$ cat config.mk
export PLATFORM = sky130hd
export DESIGN_NAME = alu_share_arbiter
export DESIGN_NICKNAME = d
export VERILOG_FILES = /design/src/rtl/alu_pkg.sv /design/src/rtl/alu_share_arbiter_rsp_slot.sv /design/src/rtl/alu_share_arbiter.sv
export SDC_FILE = /design/constraint.sdc
export NUM_CORES = 1
export LEC_CHECK = 0
export CAP_MARGIN = 40
export CORE_AREA = 2 2 134 136
export DETAILED_ROUTE_END_ITERATION = 16
export DIE_AREA = 0 0 136 138
export PLACE_DENSITY = 0.65
export SETUP_SLACK_MARGIN = 0.02
export SLEW_MARGIN = 20
export SYNTH_ARGS = -nofsm -noshare
export SYNTH_HDL_FRONTEND = slang
export SYNTH_SLANG_ARGS = --single-unit
$ cat constraint.sdc
create_clock -name clk -period 3.2 [get_ports clk]
set_clock_uncertainty 0.05 [all_clocks]
set_input_delay 0.8 -clock clk [delete_from_list [all_inputs] [get_ports clk]]
set_output_delay 0.8 -clock clk [all_outputs]
set_load 0.02 [all_outputs]
$ cat src/rtl/alu_pkg.sv
// Shared definitions for the ALU sharing arbiter: operation encodings and
// the number of requesters that contend for the single ALU.
package alu_pkg;

  typedef enum logic [3:0] {
    ALU_AND = 4'd0,
    ALU_SUB = 4'd1,
    ALU_ADD = 4'd2,
    ALU_OR  = 4'd3,
    ALU_XOR = 4'd4,
    ALU_SLL = 4'd5,
    ALU_SRL = 4'd6,
    ALU_SRA = 4'd7,
    ALU_EQ  = 4'd8,
    ALU_SLT = 4'd9
  } alu_op_e;

  localparam int NUM_REQ = 2;

endpackage : alu_pkg

$ cat src/rtl/alu_share_arbiter_rsp_slot.sv
// One-entry result register with valid/ready output handshake.
// A load in the same cycle as a drain replaces the old result, so a
// requester can complete one operation per cycle. free_o tells the
// arbiter the slot can take a new result this cycle.
module alu_rsp_slot #(
  parameter int DATA_WIDTH = 32
) (
  input  logic                  clk,
  input  logic                  reset,
  input  logic                  load_i,
  input  logic [DATA_WIDTH-1:0] result_i,
  input  logic                  rsp_ready_i,
  output logic                  rsp_valid_o,
  output logic [DATA_WIDTH-1:0] rsp_data_o,
  output logic                  free_o
);

  logic                  valid_q, valid_d;
  logic [DATA_WIDTH-1:0] data_q, data_d;

  assign free_o      = ~valid_q | rsp_ready_i;
  assign rsp_valid_o = valid_q;
  assign rsp_data_o  = data_q;

  // Next-state: load wins over drain; draining keeps the stale data.
  always_comb begin
    valid_d = valid_q;
    data_d  = data_q;
    if (load_i) begin
      valid_d = 1'b1;
      data_d  = result_i;
    end else if (valid_q && rsp_ready_i) begin
      valid_d = 1'b0;
    end
  end

  // Slot registers with synchronous reset.
  always_ff @(posedge clk) begin
    if (reset) begin
      valid_q <= 1'b0;
      data_q  <= '0;
    end else begin
      valid_q <= valid_d;
      data_q  <= data_d;
    end
  end

endmodule : alu_rsp_slot

$ cat src/rtl/alu_share_arbiter.sv
// Round-robin sharing of one combinational ALU between two requesters.
// A request is accepted only when its result slot is empty or draining,
// the ALU result is captured on the accepting edge, and per-requester
// saturating grant counters are kept for observability.
module alu_share_arbiter
  import alu_pkg::*;
#(
  parameter int DATA_WIDTH    = 32,
  parameter int OPCODE_LENGTH = 4,
  parameter int CNT_WIDTH     = 16
) (
  input  logic                     clk,
  input  logic                     reset,
  input  logic                     req0_valid,
  output logic                     req0_ready,
  input  logic [DATA_WIDTH-1:0]    req0_srca,
  input  logic [DATA_WIDTH-1:0]    req0_srcb,
  input  logic [OPCODE_LENGTH-1:0] req0_op,
  input  logic                     req1_valid,
  output logic                     req1_ready,
  input  logic [DATA_WIDTH-1:0]    req1_srca,
  input  logic [DATA_WIDTH-1:0]    req1_srcb,
  input  logic [OPCODE_LENGTH-1:0] req1_op,
  output logic [DATA_WIDTH-1:0]    alu_srca,
  output logic [DATA_WIDTH-1:0]    alu_srcb,
  output logic [OPCODE_LENGTH-1:0] alu_op,
  input  logic [DATA_WIDTH-1:0]    alu_result,
  output logic                     rsp0_valid,
  input  logic                     rsp0_ready,
  output logic [DATA_WIDTH-1:0]    rsp0_data,
  output logic                     rsp1_valid,
  input  logic                     rsp1_ready,
  output logic [DATA_WIDTH-1:0]    rsp1_data,
  output logic [CNT_WIDTH-1:0]     grant_cnt0,
  output logic [CNT_WIDTH-1:0]     grant_cnt1
);

  logic [NUM_REQ-1:0] req_valid;
  logic [NUM_REQ-1:0] slot_free;
  logic [NUM_REQ-1:0] elig;
  logic [NUM_REQ-1:0] grant;
  logic               rr_q, rr_d;
  logic [CNT_WIDTH-1:0] cnt_q [NUM_REQ];
  logic [CNT_WIDTH-1:0] cnt_d [NUM_REQ];

  assign req_valid = {req1_valid, req0_valid};
  // Reset gates eligibility so no ready is raised during a reset cycle.
  assign elig      = req_valid & slot_free & {NUM_REQ{~reset}};

  assign req0_ready = grant[0];
  assign req1_ready = grant[1];
  assign grant_cnt0 = cnt_q[0];
  assign grant_cnt1 = cnt_q[1];

  // Grant: a lone eligible requester wins, a tie goes to the rr pointer.
  always_comb begin
    grant = '0;
    if (&elig) begin
      grant[rr_q] = 1'b1;
    end else begin
      grant = elig;
    end
  end

  // ALU operand/op mux from the granted requester, zero when idle.
  always_comb begin
    alu_srca = '0;
    alu_srcb = '0;
    alu_op   = '0;
    if (grant[0]) begin
      alu_srca = req0_srca;
      alu_srcb = req0_srcb;
      alu_op   = req0_op;
    end else if (grant[1]) begin
      alu_srca = req1_srca;
      alu_srcb = req1_srcb;
      alu_op   = req1_op;
    end
  end

  // Pointer moves to the loser after a grant; counters saturate.
  always_comb begin
    rr_d = rr_q;
    if (grant[0]) begin
      rr_d = 1'b1;
    end else if (grant[1]) begin
      rr_d = 1'b0;
    end
    for (int i = 0; i < NUM_REQ; i++) begin
      cnt_d[i] = cnt_q[i];
      if (grant[i] && (cnt_q[i] != {CNT_WIDTH{1'b1}})) begin
        cnt_d[i] = cnt_q[i] + CNT_WIDTH'(1);
      end
    end
  end

  // Arbiter state registers with synchronous reset.
  always_ff @(posedge clk) begin
    if (reset) begin
      rr_q <= 1'b0;
      for (int i = 0; i < NUM_REQ; i++) begin
        cnt_q[i] <= '0;
      end
    end else begin
      rr_q <= rr_d;
      for (int i = 0; i < NUM_REQ; i++) begin
        cnt_q[i] <= cnt_d[i];
      end
    end
  end

  alu_rsp_slot #(.DATA_WIDTH(DATA_WIDTH)) u_slot0 (
    .clk        (clk),
    .reset      (reset),
    .load_i     (grant[0]),
    .result_i   (alu_result),
    .rsp_ready_i(rsp0_ready),
    .rsp_valid_o(rsp0_valid),
    .rsp_data_o (rsp0_data),
    .free_o     (slot_free[0])
  );

  alu_rsp_slot #(.DATA_WIDTH(DATA_WIDTH)) u_slot1 (
    .clk        (clk),
    .reset      (reset),
    .load_i     (grant[1]),
    .result_i   (alu_result),
    .rsp_ready_i(rsp1_ready),
    .rsp_valid_o(rsp1_valid),
    .rsp_data_o (rsp1_data),
    .free_o     (slot_free[1])
  );

endmodule : alu_share_arbiter

* Yosys cells after proc, flatten, opt, wreduce, memory -nomap -nowiden
Memories as Yosys holds them, arrays and structs flattened.
Index checks and enable logic that the tools add are counted.
** Storage, ports and cells
- Memories kept :: 1
- Bits in registers :: 67
- Output and inout bits :: 168
- RAM bits :: 32
** Cells by class
- Add/subtract/negate cells :: 2
- Bitwise operators :: 9
- Magnitude comparators :: 2
- Reductions and logical operators :: 9
- Equality and inequality tests :: 2
- Multiplexer cells :: 22
** Memory list
- cnt_q :: depth 2, width 16, rd ports 2, clocked after memory_dff 0, write ports 2, RTL line alu_share_arbiter.sv:43 : logic [CNT_WIDTH-1:0] cnt_q [NUM_REQ];
** Operator list (count)
- two-way mux 32 bit :: 4
- two-way mux 16 bit :: 4
- adder 16 x 1 -> 16 bit (second input constant) :: 2
- != test 16 bit (second input constant) :: 2
- two-way mux 1 bit :: 10
- two-way mux 4 bit :: 2
- nonzero test 2 bit :: 3
- logical AND 1 bit :: 5
- bitwise AND 2 bit :: 2
- OR 1 bit :: 4
- NOT 1 bit :: 3
- less-than comparator 1 x 2 -> 1 bit (second input constant) :: 1
- two-way mux 2 bit :: 1
- AND reduction 2 bit :: 1
- demux 1 bit (select 1 bit) :: 1
- greater-or-equal comparator 1 bit (second input constant) :: 1

* Depth between registers and ports, before layout
Gate-level depths: netlist of run 1.
- Depth in word-level cells :: 9
- Depth in mapped cells :: 9
- Depth with buffers taken out :: 6

* Hierarchy
A second synthesis of run 1 with hierarchy kept.
** Second synthesis, totals
- Cell total of the unflattened synthesis :: 514
- Area total of the unflattened synthesis :: 4907.2 sq um
** By module, submodules not included
- alu_share_arbiter :: seq. area each 660.6 sq um, times used 1, area each 2497.4 sq um, cells an instance 298
- alu_rsp_slot :: seq. area each 660.6 sq um, times used 2, area each 1204.9 sq um, cells an instance 108

* Worst setup path after synthesis of run 1
OpenSTA, ideal clock, no wires.
- Path type :: in2out
- Start :: input rsp1_ready
- End :: output alu_srca[18]
- Stages :: 7
- Required time :: 2350 ps
- Arrival :: 2186 ps
- Path slack :: 164 ps
- Path through :: nand2b_4 -> a31oi_1 -> nand2_1 -> inv_1 -> buf_2 -> buf_1 -> a22o_1
** On the way
- Cells in the longest elaborated chain, start to end :: 7
** RTL lines
- start, declared :: RTL line alu_share_arbiter.sv:32 : input logic rsp1_ready,
- OR 1 bit * :: RTL line alu_share_arbiter_rsp_slot.sv:21 : assign free_o = ~valid_q | rsp_ready_i;
- bitwise AND 2 bit * (2 in series) :: RTL line alu_share_arbiter.sv:48 : assign elig = req_valid & slot_free & {NUM_REQ{~reset}};
- AND reduction 2 bit :: RTL line alu_share_arbiter.sv:58 : if (&elig) begin
- two-way mux 2 bit * :: RTL line alu_share_arbiter.sv:58
- two-way mux 32 bit :: RTL line alu_share_arbiter.sv:74 : end else if (grant[1]) begin
- two-way mux 32 bit * :: RTL line alu_share_arbiter.sv:70 : if (grant[0]) begin
- end, declared :: RTL line alu_share_arbiter.sv:24 : output logic [DATA_WIDTH-1:0] alu_srca,
Mark *: on every way between the ends. The rest lies on a longest branch, timed or not.

* Final worst setup path of run 1
- Start :: input rsp1_ready
- End :: output alu_srca[23]
The elaborated chain is that of the path after synthesis.

==> key figures, run 1 <==
Outcome
  • Run status: finished clean

Power and ir drop
  • Switch Pwr: 892 uW
  • Static leakage power: 3.19 nW
  • Clock Power Share: 33.9%
  • Relative contribution of sequential cells to total power: 40.6%
  • Worst vdd rail ir drop: 0.264 mV
  • Switching part of the total: 27.9%
  • Design Power: 3.20 mW
  • Pwr per Cell Area: 378 nW/um2
  • Internal power: 2.30 mW
  • Relative contribution of combinational cells to total power: 25.5%

Drt
  • Post-Route WL: 20300 um
  • Post-detailed-route DRC marker count: 0
  • Via count: 5514
  • Routed Antenna Nets: 0
  • Vias per inst: 4.82
  • Length of the first detailed-routing pass in iterations: 4
  • Average wire per standard cell: 17.8 um
  • Initial drt markers: 235

Placed design
  • Post-DP HPWL: 15100 um
  • Placed cell count: 1120
  • Count of buffers from port buffering: 341
  • Place WS: -0.562 ns
  • Placed standard-cell area: 8330 um2
  • Global placer's final weighted congestion: 0.845

Worst setup path
  • Arr. time, crit path: 2.24 ns
  • Peak fanout along the critical path: 18
  • Data required time of the worst path: 2.35 ns
  • Buffers plus inverters on the worst setup path: 4
  • Ordered cell list for the critical path: dlygate4sd2_1 > nand2b_4 > a31oi_2 > nand2_2 > clkinv_4 > buf_6 > a22o_1 > buf_2
  • Startpoint kind of the worst setup timing path: input pin
  • Gate family responsible for the most delay along the worst path: buffers and inverters
  • Largest stage delay on the critical path: 0.24 ns
  • Critical path capture point type: output pin
  • Startpoint-to-endpoint class of the critical path: in -> out
  • CP max stage cell: a31oi_2

Yosys
  • Number of library cell types mapped by synthesis: 46
  • Main synth FF type: dfxtp_1
  • Yosys top cell area share: 43.4%
  • Avg Inst Size Synth: 8.02 um2
  • Cell area after synthesis: 4560 um2
  • Share of async-settable or async-resettable flops after synthesis: 0%
  • Cells after synthesis: 569
  • Main area contributors after synthesis: dfxtp_1 (43%), a22o_1 (13%), nand2_1 (12%), a21oi_1 (8.8%), clkbuf_1 (3.0%)
  • Ys Warns: 0
  • Register area share after synthesis: 43.4%
  • Syn nets: 745
  • Library cell occupying the most area in the post-synthesis netlist: dfxtp_1
  • Number of enable flip-flop cells after synthesis: 0
  • Register bit count reported by yosys: 99

CTS
  • CTS tree: yes
  • CTS Root Cell: clkbuf_16
  • Max H-tree Level: 3
  • Sink Count: 99
  • Hold buffer count at CTS: 0
  • Clk buf depth: 2
  • Source-to-sink clock delay at the later pin of the worst-skew pair: 0.35 ns
  • Number of buffers inserted during clock tree synthesis: 9
  • Clock transition at the registers of the reported paths: 0.07 ns

Global route
  • Maximum number of pins on one net before global-route repair: 61
  • Antenna violations before repair: 0
  • Global-route wire length before repair: 30800 um
  • Total congestion overflow: 0
  • GRT Total Usage: 21.3%
  • Number of global-route vias before repair: 5306

Run
  • # Max-Cap Violations: 0

Timing
  • Final Hold Violating Endpoints: 0
  • Worst Hold Slack: 0.402 ns
  • Time the worst path needs with I/O delays and setup: 3.09 ns
  • Slew @ Worst Pin: 0.770 ns
  • Fmax: 0.324 GHz
  • Fraction of the cycle the final worst path needs: 96.6%
  • Final Worst Setup Slack: 0.110 ns
  • Final Setup Violations: 0
  • Pins Over Slew Limit: 0
  • Unrepaired setup endpoints after global routing: no
  • Final-layout setup total negative slack: 0 ns
  • Remaining max-slew budget at the tightest pin: 48.2%

Floorplan
  • Area of the core: 17500 um2
  • Vertical extent of the die: 138 um
  • Die Wd: 136 um
  • Number of standard-cell rows in the floorplan: 49
  • Starting density of the core: 26.0%
  • Die Footprint: 18800 um2
  • Number of top-level pins: 342

Cells and area
  • Commonest cells after routing, fill and taps aside: clkdlybuf4s50_1 (266), nand2_1 (139), dfxtp_1 (99)
  • Layout filler cell count: 1776
  • Most common cell after layout, fill and taps aside: clkdlybuf4s50_1
  • Area overhead of the layout relative to synthesis: 85.2%
  • Final core occ: 48.2%
  • Finished layout cell area: 8450 um2
  • Final Instance Count excl. Fillers: 1145
  • Fraction of layout instances using a drive strength above 1: 14.4%
  • Number of nets in the layout: 1086

Worst hold path
  • Min-Delay Path Class: reg -> reg
-- power groups by stage --
stage                     combinational (mW)  sequential (mW)  clock, mW
final                                  0.815             1.30       1.08
after detailed placement               0.849             1.33          0
after global routing                   0.864             1.30       1.16
after CTS                              0.841             1.30       1.12
after floorplan                        0.279             1.38          0
after global placement                 0.850             1.33          0
-- per-layer routing --
| metal | routed length [um] | up-vias | track usage, % | part of all wire (%) |
|---|---|---|---|---|
| li1 | - | 2718 | - | - |
| met1 | 8420 | 2556 | 26.3 | 41 |
| met2 | 9740 | 215 | 34.8 | 48 |
| met3 | 1810 | 25 | 7.81 | 8.9 |
| met4 | 367 | 0 | 5.87 | 1.8 |
| met5 | 0 | - | 0 | 0 |
-- cell families after synthesis --
group / share of synthesized area, %
flip-flops: 43.4
buffers and inverters: 4.17
AO/OA/AOI/OAI: 26.2
multiplexers: 0.685
XOR/XNOR: 1.73
adder cells (fa/ha/maj): 0.548
AND/OR/NAND/NOR: 23.3
-- final timing paths --
path | start | end | slack [ns] | depth (start not counted)
worst min register to register | u_slot0.rsp_data_o[6] | u_slot0.rsp_data_o[6] | 0.40 | 2
worst max register to register | u_slot0.rsp_valid_o | cnt_q[0][31] | 0.81 | 6
worst min-delay path | u_slot0.rsp_data_o[6] | u_slot0.rsp_data_o[6] | 0.40 | 2
worst max-delay path | rsp1_ready | alu_srca[23] | 0.11 | 8
-- state kept, by name (all words and copies together) (netlist names) --
register             flops
u_slot1.rsp_valid_o      1
u_slot0.rsp_data_o      32
cnt_q                   32
u_slot1.rsp_data_o      32
rr_q                     1
u_slot0.rsp_valid_o      1
-- area by class of cell --
class / instances / area (um2) / share of cell area (%)
multi-input combinational: 420 / 2410 / 28.5
tap: 229 / 287 / 3.39
clock inverter: 4 / 51.3 / 0.607
timing repair buffer: 374 / 3450 / 40.8
antenna: 1 / 2.50 / 0.0296
sequential: 99 / 1980 / 23.4
inverter: 6 / 32.5 / 0.385
clock buffer: 12 / 236 / 2.80
-- Yosys cell counts, types with 2 or more instances --
| library cell | n |
|---|---|
| o31ai_1 | 3 |
| nor2b_1 | 2 |
| and3_1 | 2 |
| clkbuf_1 | 37 |
| nor2_1 | 18 |
| buf_2 | 2 |
| mux2i_1 | 2 |
| and4_1 | 2 |
| or3_1 | 10 |
| inv_1 | 6 |
| a211oi_1 | 4 |
| nand3_1 | 12 |
| dfxtp_1 | 99 |
| a31oi_1 | 3 |
| a22o_1 | 68 |
| nand2b_1 | 2 |
| or4_1 | 3 |
| nand2_1 | 140 |
| xor2_1 | 2 |
| xnor2_1 | 7 |
| nand4_1 | 12 |
| nor3_1 | 9 |
| or2_2 | 3 |
| ha_1 | 2 |
| buf_1 | 5 |
| o21ai_0 | 11 |
| nor4_1 | 5 |
| a21oi_1 | 80 |
-- worst reg2reg max path, cell delays in order (launching register included) --
cell and delay, ns:
dfxtp_1 0.37, nor2b_2 0.22, o211ai_4 0.12, buf_4 0.30, or4_1 0.75, or3_1 0.39
a21oi_1 0.12
-- what timing repair did --
action	4_1_cts	5_1_grt
endpoints found under the setup margin	70	61
resized for setup	212	57
buffers inserted	5	1
gates cloned	2	0
pin swaps	1	0
Power figures use the tool's default switching activity.
==> run 2: changes to the inputs <==
--- a/config.mk
+++ b/config.mk
@@ -9,9 +9,10 @@
 export CORE_AREA = 2 2 134 136
 export DETAILED_ROUTE_END_ITERATION = 16
 export DIE_AREA = 0 0 136 138
+export MAX_ROUTING_LAYER = met4
 export PLACE_DENSITY = 0.65
 export SETUP_SLACK_MARGIN = 0.02
-export SLEW_MARGIN = 20
+export SLEW_MARGIN = 0
 export SYNTH_ARGS = -nofsm -noshare
 export SYNTH_HDL_FRONTEND = slang
 export SYNTH_SLANG_ARGS = --single-unit
==> key figures, run 2 (synthesis results as in run 1) <==
Outcome
  • Run status: finished clean

Power and ir drop
  • Static leakage power: 3.32 nW (+4.3%)
  • Relative contribution of sequential cells to total power: 38.5% (-2.1 points)
  • Switch Pwr: 921 uW (+3.3%)
  • Design Power: 3.38 mW (+5.8%)
  • Worst vdd rail ir drop: 0.247 mV (-6.6%)
  • Internal power: 2.46 mW (+6.7%)
  • Pwr per Cell Area: 381 nW/um2 (+0.68%)
  • Switching part of the total: 27.2% (-0.66 points)
  • Relative contribution of combinational cells to total power: 26.2% (+0.7 points)
  • Clock Power Share: 35.3% (+1.4 points)

Timing
  • Pins Over Slew Limit: 0 (unchanged)
  • Worst Hold Slack: 0.402 ns (-0.000590 ns)
  • Final-layout setup total negative slack: 0 ns (unchanged)
  • Time the worst path needs with I/O delays and setup: 3.10 ns (+0.00669 ns)
  • Final Setup Violations: 0 (unchanged)
  • Slew @ Worst Pin: 0.763 ns (-0.00614 ns)
  • Final Worst Setup Slack: 0.103 ns (-0.00669 ns)
  • Unrepaired setup endpoints after global routing: no
  • Remaining max-slew budget at the tightest pin: 48.6% (+0.41 points)
  • Final Hold Violating Endpoints: 0 (unchanged)
  • Fmax: 0.323 GHz (-0.22%)
  • Fraction of the cycle the final worst path needs: 96.8% (+0.21 points)

Global route
  • Global-route wire length before repair: 31900 um (+3.4%)
  • Antenna violations before repair: 0 (unchanged)
  • Maximum number of pins on one net before global-route repair: 60 (-1.6%)
  • Total congestion overflow: 0 (unchanged)
  • Number of global-route vias before repair: 5511 (+3.9%)
  • GRT Total Usage: 22.8% (+1.5 points)

Drt
  • Post-detailed-route DRC marker count: 0 (unchanged)
  • Routed Antenna Nets: 0 (unchanged)
  • Length of the first detailed-routing pass in iterations: 4 (unchanged)
  • Post-Route WL: 21000 um (+3.2%)
  • Via count: 5600 (+1.6%)
  • Vias per inst: 4.86 (+0.86%)
  • Initial drt markers: 322 (+37%)
  • Average wire per standard cell: 18.2 um (+2.5%)

CTS
  • Hold buffer count at CTS: 0 (unchanged)
  • CTS tree: yes
  • Source-to-sink clock delay at the later pin of the worst-skew pair: 0.35 ns (about the same)
  • CTS Root Cell: clkbuf_16
  • Sink Count: 99 (unchanged)
  • Max H-tree Level: 3 (unchanged)
  • Number of buffers inserted during clock tree synthesis: 9 (unchanged)
  • Clock transition at the registers of the reported paths: 0.06 ns (about the same)
  • Clk buf depth: 2 (unchanged)

Cells and area
  • Commonest cells after routing, fill and taps aside: clkdlybuf4s50_1 (266), nand2_1 (139), dfxtp_1 (99)
  • Final Instance Count excl. Fillers: 1153 (+0.70%)
  • Number of nets in the layout: 1095 (+0.83%)
  • Final antenna diode count: 0 (-1)
  • Fraction of layout instances using a drive strength above 1: 15.7% (+1.3 points)
  • Most common cell after layout, fill and taps aside: clkdlybuf4s50_1
  • Area overhead of the layout relative to synthesis: 94.5%

Floorplan
  • Area of the core: 17500 um2 (unchanged)
  • Starting density of the core: 26.0% (unchanged)
  • Vertical extent of the die: 138 um (unchanged)
  • Die Wd: 136 um (unchanged)
  • Number of top-level pins: 342 (unchanged)
  • Number of standard-cell rows in the floorplan: 49 (unchanged)
  • Die Footprint: 18800 um2 (unchanged)

Worst setup path
  • Buffers plus inverters on the worst setup path: 5 (+1)
  • Cell repeated most along the worst path: buf_4
  • Peak fanout along the critical path: 15 (-3)
  • Data required time of the worst path: 2.35 ns (about the same)
  • Ordered cell list for the critical path: dlygate4sd2_1 > nand2b_1 > and2_4 > nand2_2 > clkinv_4 > buf_4 > buf_12 > a22o_1 > buf_4
  • Startpoint-to-endpoint class of the critical path: in -> out
  • Gate family responsible for the most delay along the worst path: buffers and inverters
  • Startpoint kind of the worst setup timing path: input pin
  • Largest stage delay on the critical path: 0.24 ns (about the same)
  • CP max stage cell: dlygate4sd2_1
  • Critical path capture point type: output pin
  • Arr. time, crit path: 2.25 ns (about the same)

Placed design
  • Global placer's final weighted congestion: 0.858 (+1.5%)
  • Count of buffers from port buffering: 341 (unchanged)
  • Place WS: -0.541 ns (+0.0218 ns)
  • Placed cell count: 1120 (unchanged)
  • Post-DP HPWL: 15300 um (+1.3%)

Run
  • # Max-Cap Violations: 0 (unchanged)

Worst hold path
  • Min-Delay Path Class: reg -> reg
## run 2: cell count changes in the layout (fill, tap and decap cells not counted), moves of 2 or more
cell,delta
buf_6,+19
buf_4,+2
clkdlybuf4s15_2,+11
clkbuf_1,-3
clkbuf_2,-33
buf_2,+3
buf_12,+3
buf_16,+3
## run 2: per-stage QoR
step           area [um2]  util (%)
6_report             8880      50.6
4_1_cts              8920      50.9
3_3_place_gp         8340      47.6
5_1_grt              8880      50.6
2_1_floorplan        4560         -
3_5_place_dp         8340      47.6
## run 2: path summary, 6_finish.rpt
| check | start | endpoint | slack (ns) | depth (start not counted) |
|---|---|---|---|---|
| max | rsp0_ready | alu_srca[14] | 0.10 | 9 |
| min | u_slot1.rsp_data_o[27] | u_slot1.rsp_data_o[27] | 0.40 | 2 |
| max reg2reg | rr_q | cnt_q[0][31] | 0.83 | 6 |
| min reg2reg | u_slot1.rsp_data_o[27] | u_slot1.rsp_data_o[27] | 0.40 | 2 |
## run 2: tightest hold or removal path: cells and delay by family, from the launching register on
| family | cells | cell delay [ns] |
|---|---|---|
| DFF | 1 | 0.31 |
| and+or+nand+nor | 1 | 0.05 |
| AOI/OAI and AO/OA | 1 | 0.05 |
## run 2: area by class of cell
class | instances | area (um2)
inverters | 6 | 32.5
clock inverters | 6 | 88.8
fillers | 1755 | 8650
flip-flops and latches | 99 | 1980
well taps | 229 | 287
clock buffers | 10 | 239
repair buffers | 383 | 3830
multi-input cells | 420 | 2420
## run 2: layer usage
layer	up-vias	global-route usage [%]	wire [um]
li1	2732	-	-
met1	2631	28.8	9200
met2	211	36.2	10000
met3	26	6.09	1400
met4	0	5.70	351
met5	-	-	0
## run 2: power by group through the flow
stage	logic (mW)	clock network [mW]	registers [mW]
after floorplan	0.279	0	1.38
after global placement	0.853	0	1.33
after global routing	0.937	1.28	1.31
after detailed placement	0.852	0	1.33
final	0.886	1.19	1.30
after CTS	0.894	1.23	1.30
## run 2: repair_timing
action | 4_1_cts | 5_1_grt
pin swaps | 2 | 2
gates cloned | 7 | 0
setup buffers | 11 | 0
endpoints found under the setup margin | 70 | 39
gates resized for setup | 314 | 12
==> run 3: changes to the inputs <==
==> constraint.sdc (replaced) <==
create_clock -name clk -period 3.2 [get_ports clk]
set_clock_uncertainty 0.05 [all_clocks]
set_input_delay 0.8 -clock clk [delete_from_list [all_inputs] [get_ports clk]]
set_output_delay 0.8 -clock clk [all_outputs]
set_load 0.005 [all_outputs]
==> key figures, run 3 (synthesis results as in run 1) <==
Outcome
  • Run status: finished clean

Power and ir drop
  • Pwr per Cell Area: 365 nW/um2 (-4.1%)
  • Static leakage power: 3.60 nW (+8.5%)
  • Worst vdd rail ir drop: 0.268 mV (+8.6%)
  • Internal power: 2.56 mW (+4.2%)
  • Clock Power Share: 37.8% (+2.5 points)
  • Switch Pwr: 807 uW (-12%)
  • Relative contribution of sequential cells to total power: 38.6% (about the same)
  • Relative contribution of combinational cells to total power: 23.6% (-2.6 points)
  • Switching part of the total: 23.9% (-3.3 points)

Cells and area
  • Commonest cells after routing, fill and taps aside: clkdlybuf4s50_1 (266), nand2_1 (139), dfxtp_1 (99)
  • Layout filler cell count: 1682 (-4.2%)
  • Area overhead of the layout relative to synthesis: 102%
  • Final core occ: 52.6% (+2.0 points)
  • Fraction of layout instances using a drive strength above 1: 10.5% (-5.1 points)
  • Number of nets in the layout: 1110 (+1.4%)
  • Most common cell after layout, fill and taps aside: clkdlybuf4s50_1
  • Finished layout cell area: 9230 um2 (+3.9%)

Worst setup path
  • CP max stage cell: dlygate4sd2_1
  • Largest stage delay on the critical path: 0.27 ns (+0.03 ns)
  • Gate family responsible for the most delay along the worst path: buffers and inverters
  • Startpoint kind of the worst setup timing path: input pin
  • Critical path capture point type: output pin
  • Startpoint-to-endpoint class of the critical path: in -> out
  • Internal reg-to-reg setup slack: 0.83 ns (about the same)
  • Ordered cell list for the critical path: buf_6 > or2b_1 > o211ai_4 > clkinv_4 > buf_4 > buf_4 > buf_12 > a22o_1 > dlygate4sd2_1
  • Data required time of the worst path: 2.35 ns (about the same)
  • Arr. time, crit path: 2.33 ns (+0.08 ns)
  • Buffers plus inverters on the worst setup path: 6 (+1)
  • Cell repeated most along the worst path: buf_4
  • Peak fanout along the critical path: 7 (-8)

Worst hold path
  • Min-Delay Path Class: reg -> reg

CTS
  • Source-to-sink clock delay at the later pin of the worst-skew pair: 0.34 ns (about the same)
  • CTS tree: yes
  • Sink Count: 99 (unchanged)
  • Clock transition at the registers of the reported paths: 0.06 ns (about the same)
  • CTS Root Cell: clkbuf_16
  • Clk buf depth: 2 (unchanged)
  • Max H-tree Level: 3 (unchanged)
  • Number of buffers inserted during clock tree synthesis: 9 (unchanged)
  • Hold buffer count at CTS: 0 (unchanged)

Drt
  • Post-Route WL: 21500 um (+2.7%)
  • Routed Antenna Nets: 0 (unchanged)
  • Post-detailed-route DRC marker count: 0 (unchanged)
  • Via count: 5646 (+0.82%)
  • Vias per inst: 4.83 (-0.56%)
  • Initial drt markers: 295 (-8.4%)
  • Length of the first detailed-routing pass in iterations: 4 (unchanged)
  • Average wire per standard cell: 18.4 um (+1.2%)

Floorplan
  • Area of the core: 17500 um2 (unchanged)
  • Starting density of the core: 26.0% (unchanged)
  • Die Wd: 136 um (unchanged)
  • Die Footprint: 18800 um2 (unchanged)
  • Number of top-level pins: 342 (unchanged)
  • Number of standard-cell rows in the floorplan: 49 (unchanged)
  • Vertical extent of the die: 138 um (unchanged)

Global route
  • Number of global-route vias before repair: 5495 (-0.29%)
  • Maximum number of pins on one net before global-route repair: 59 (-1.7%)
  • Antenna violations before repair: 1 (+1)
  • Global-route wire length before repair: 32200 um (+1.0%)
  • Total congestion overflow: 0 (unchanged)
  • GRT Total Usage: 23.1% (+0.23 points)

Timing
  • Slew @ Worst Pin: 0.684 ns (-0.0792 ns)
  • Remaining max-slew budget at the tightest pin: 54.0% (+5.3 points)
  • Fraction of the cycle the final worst path needs: 99.3% (+2.5 points)
  • Time the worst path needs with I/O delays and setup: 3.18 ns (+0.0812 ns)
  • Fmax: 0.315 GHz (-2.6%)
  • Final Hold Violating Endpoints: 0 (unchanged)
  • Unrepaired setup endpoints after global routing: yes
  • Worst Hold Slack: 0.403 ns (+0.00105 ns)
  • Pins Over Slew Limit: 0 (unchanged)
  • Final Setup Violations: 0 (unchanged)

Run
  • # Max-Cap Violations: 0 (unchanged)

Placed design
  • Count of buffers from port buffering: 341 (unchanged)
  • Global placer's final weighted congestion: 0.840 (-2.1%)
  • Post-DP HPWL: 15200 um (-0.63%)
  • Placed standard-cell area: 8340 um2 (about the same)
==> run 3: layer usage <==
layer	vias to the layer above	part of all wire, %	routed length (um)	track usage (%)
met4	0	2.5	529	7.46
met3	40	7.2	1540	6.05
li1	2770	-	-	-
met5	-	0	0	-
met2	202	48	10200	36.4
met1	2634	43	9240	28.7
==> run 3: cell type report <==
| cell class | instances | area, um2 | share of cell area, % |
|---|---|---|---|
| multi-input cells | 420 | 2450 | 26.5 |
| diodes | 1 | 2.50 | 0.0271 |
| clock inverters | 6 | 113 | 1.22 |
| well taps | 229 | 287 | 3.11 |
| flip-flops and latches | 99 | 1980 | 21.5 |
| clock buffers | 10 | 239 | 2.59 |
| repair buffers | 398 | 4130 | 44.7 |
| inverters | 6 | 32.5 | 0.353 |
==> run 3: worst paths after layout <==
kind / startpoint / cells after the start / to
max: req0_valid / 9 / alu_srca[16]
max reg2reg: u_slot0.rsp_valid_o / 6 / cnt_q[0][31]
min: u_slot0.rsp_data_o[16] / 2 / u_slot0.rsp_data_o[16]
min reg2reg: u_slot0.rsp_data_o[16] / 2 / u_slot0.rsp_data_o[16]
==> run 3: repair_timing <==
action                                  CTS  global route
endpoints found under the setup margin   70            50
resized for setup                       102            50
setup buffers                            11            15
gates cloned                              8             0
pin swaps                                 1             4
==> run 3: tightest hold or removal path, cell delays in order, from the launching register on <==
cell	delay (ns)
dfxtp_1	0.31
nand2_1	0.05
a21oi_1	0.05
==> run 3: power groups by stage <==
| stage | clock, mW | sequential (mW) | combinational, mW |
|---|---|---|---|
| after floorplan | 0 | 1.33 | 0.204 |
| after global placement | 0 | 1.33 | 0.731 |
| after detailed placement | 0 | 1.33 | 0.730 |
| after CTS | 1.31 | 1.30 | 0.777 |
| after global routing | 1.36 | 1.31 | 0.846 |
| final | 1.28 | 1.30 | 0.795 |
==> run 3: through the flow <==
step | setup TNS (ns) | std cells | worst slack (ns) | power (mW)
after global placement | -26.27 | 1119 | -0.461 | 2.06
after detailed placement | -26.95 | 1119 | -0.465 | 2.06
after CTS | -0.969 | 1154 | -0.134 | 3.39
after floorplan | 0 | 569 | 0.270 | 1.53
final | 0 | 1169 | 0.0221 | 3.37
after global routing | -0.103 | 1169 | -0.0286 | 3.51
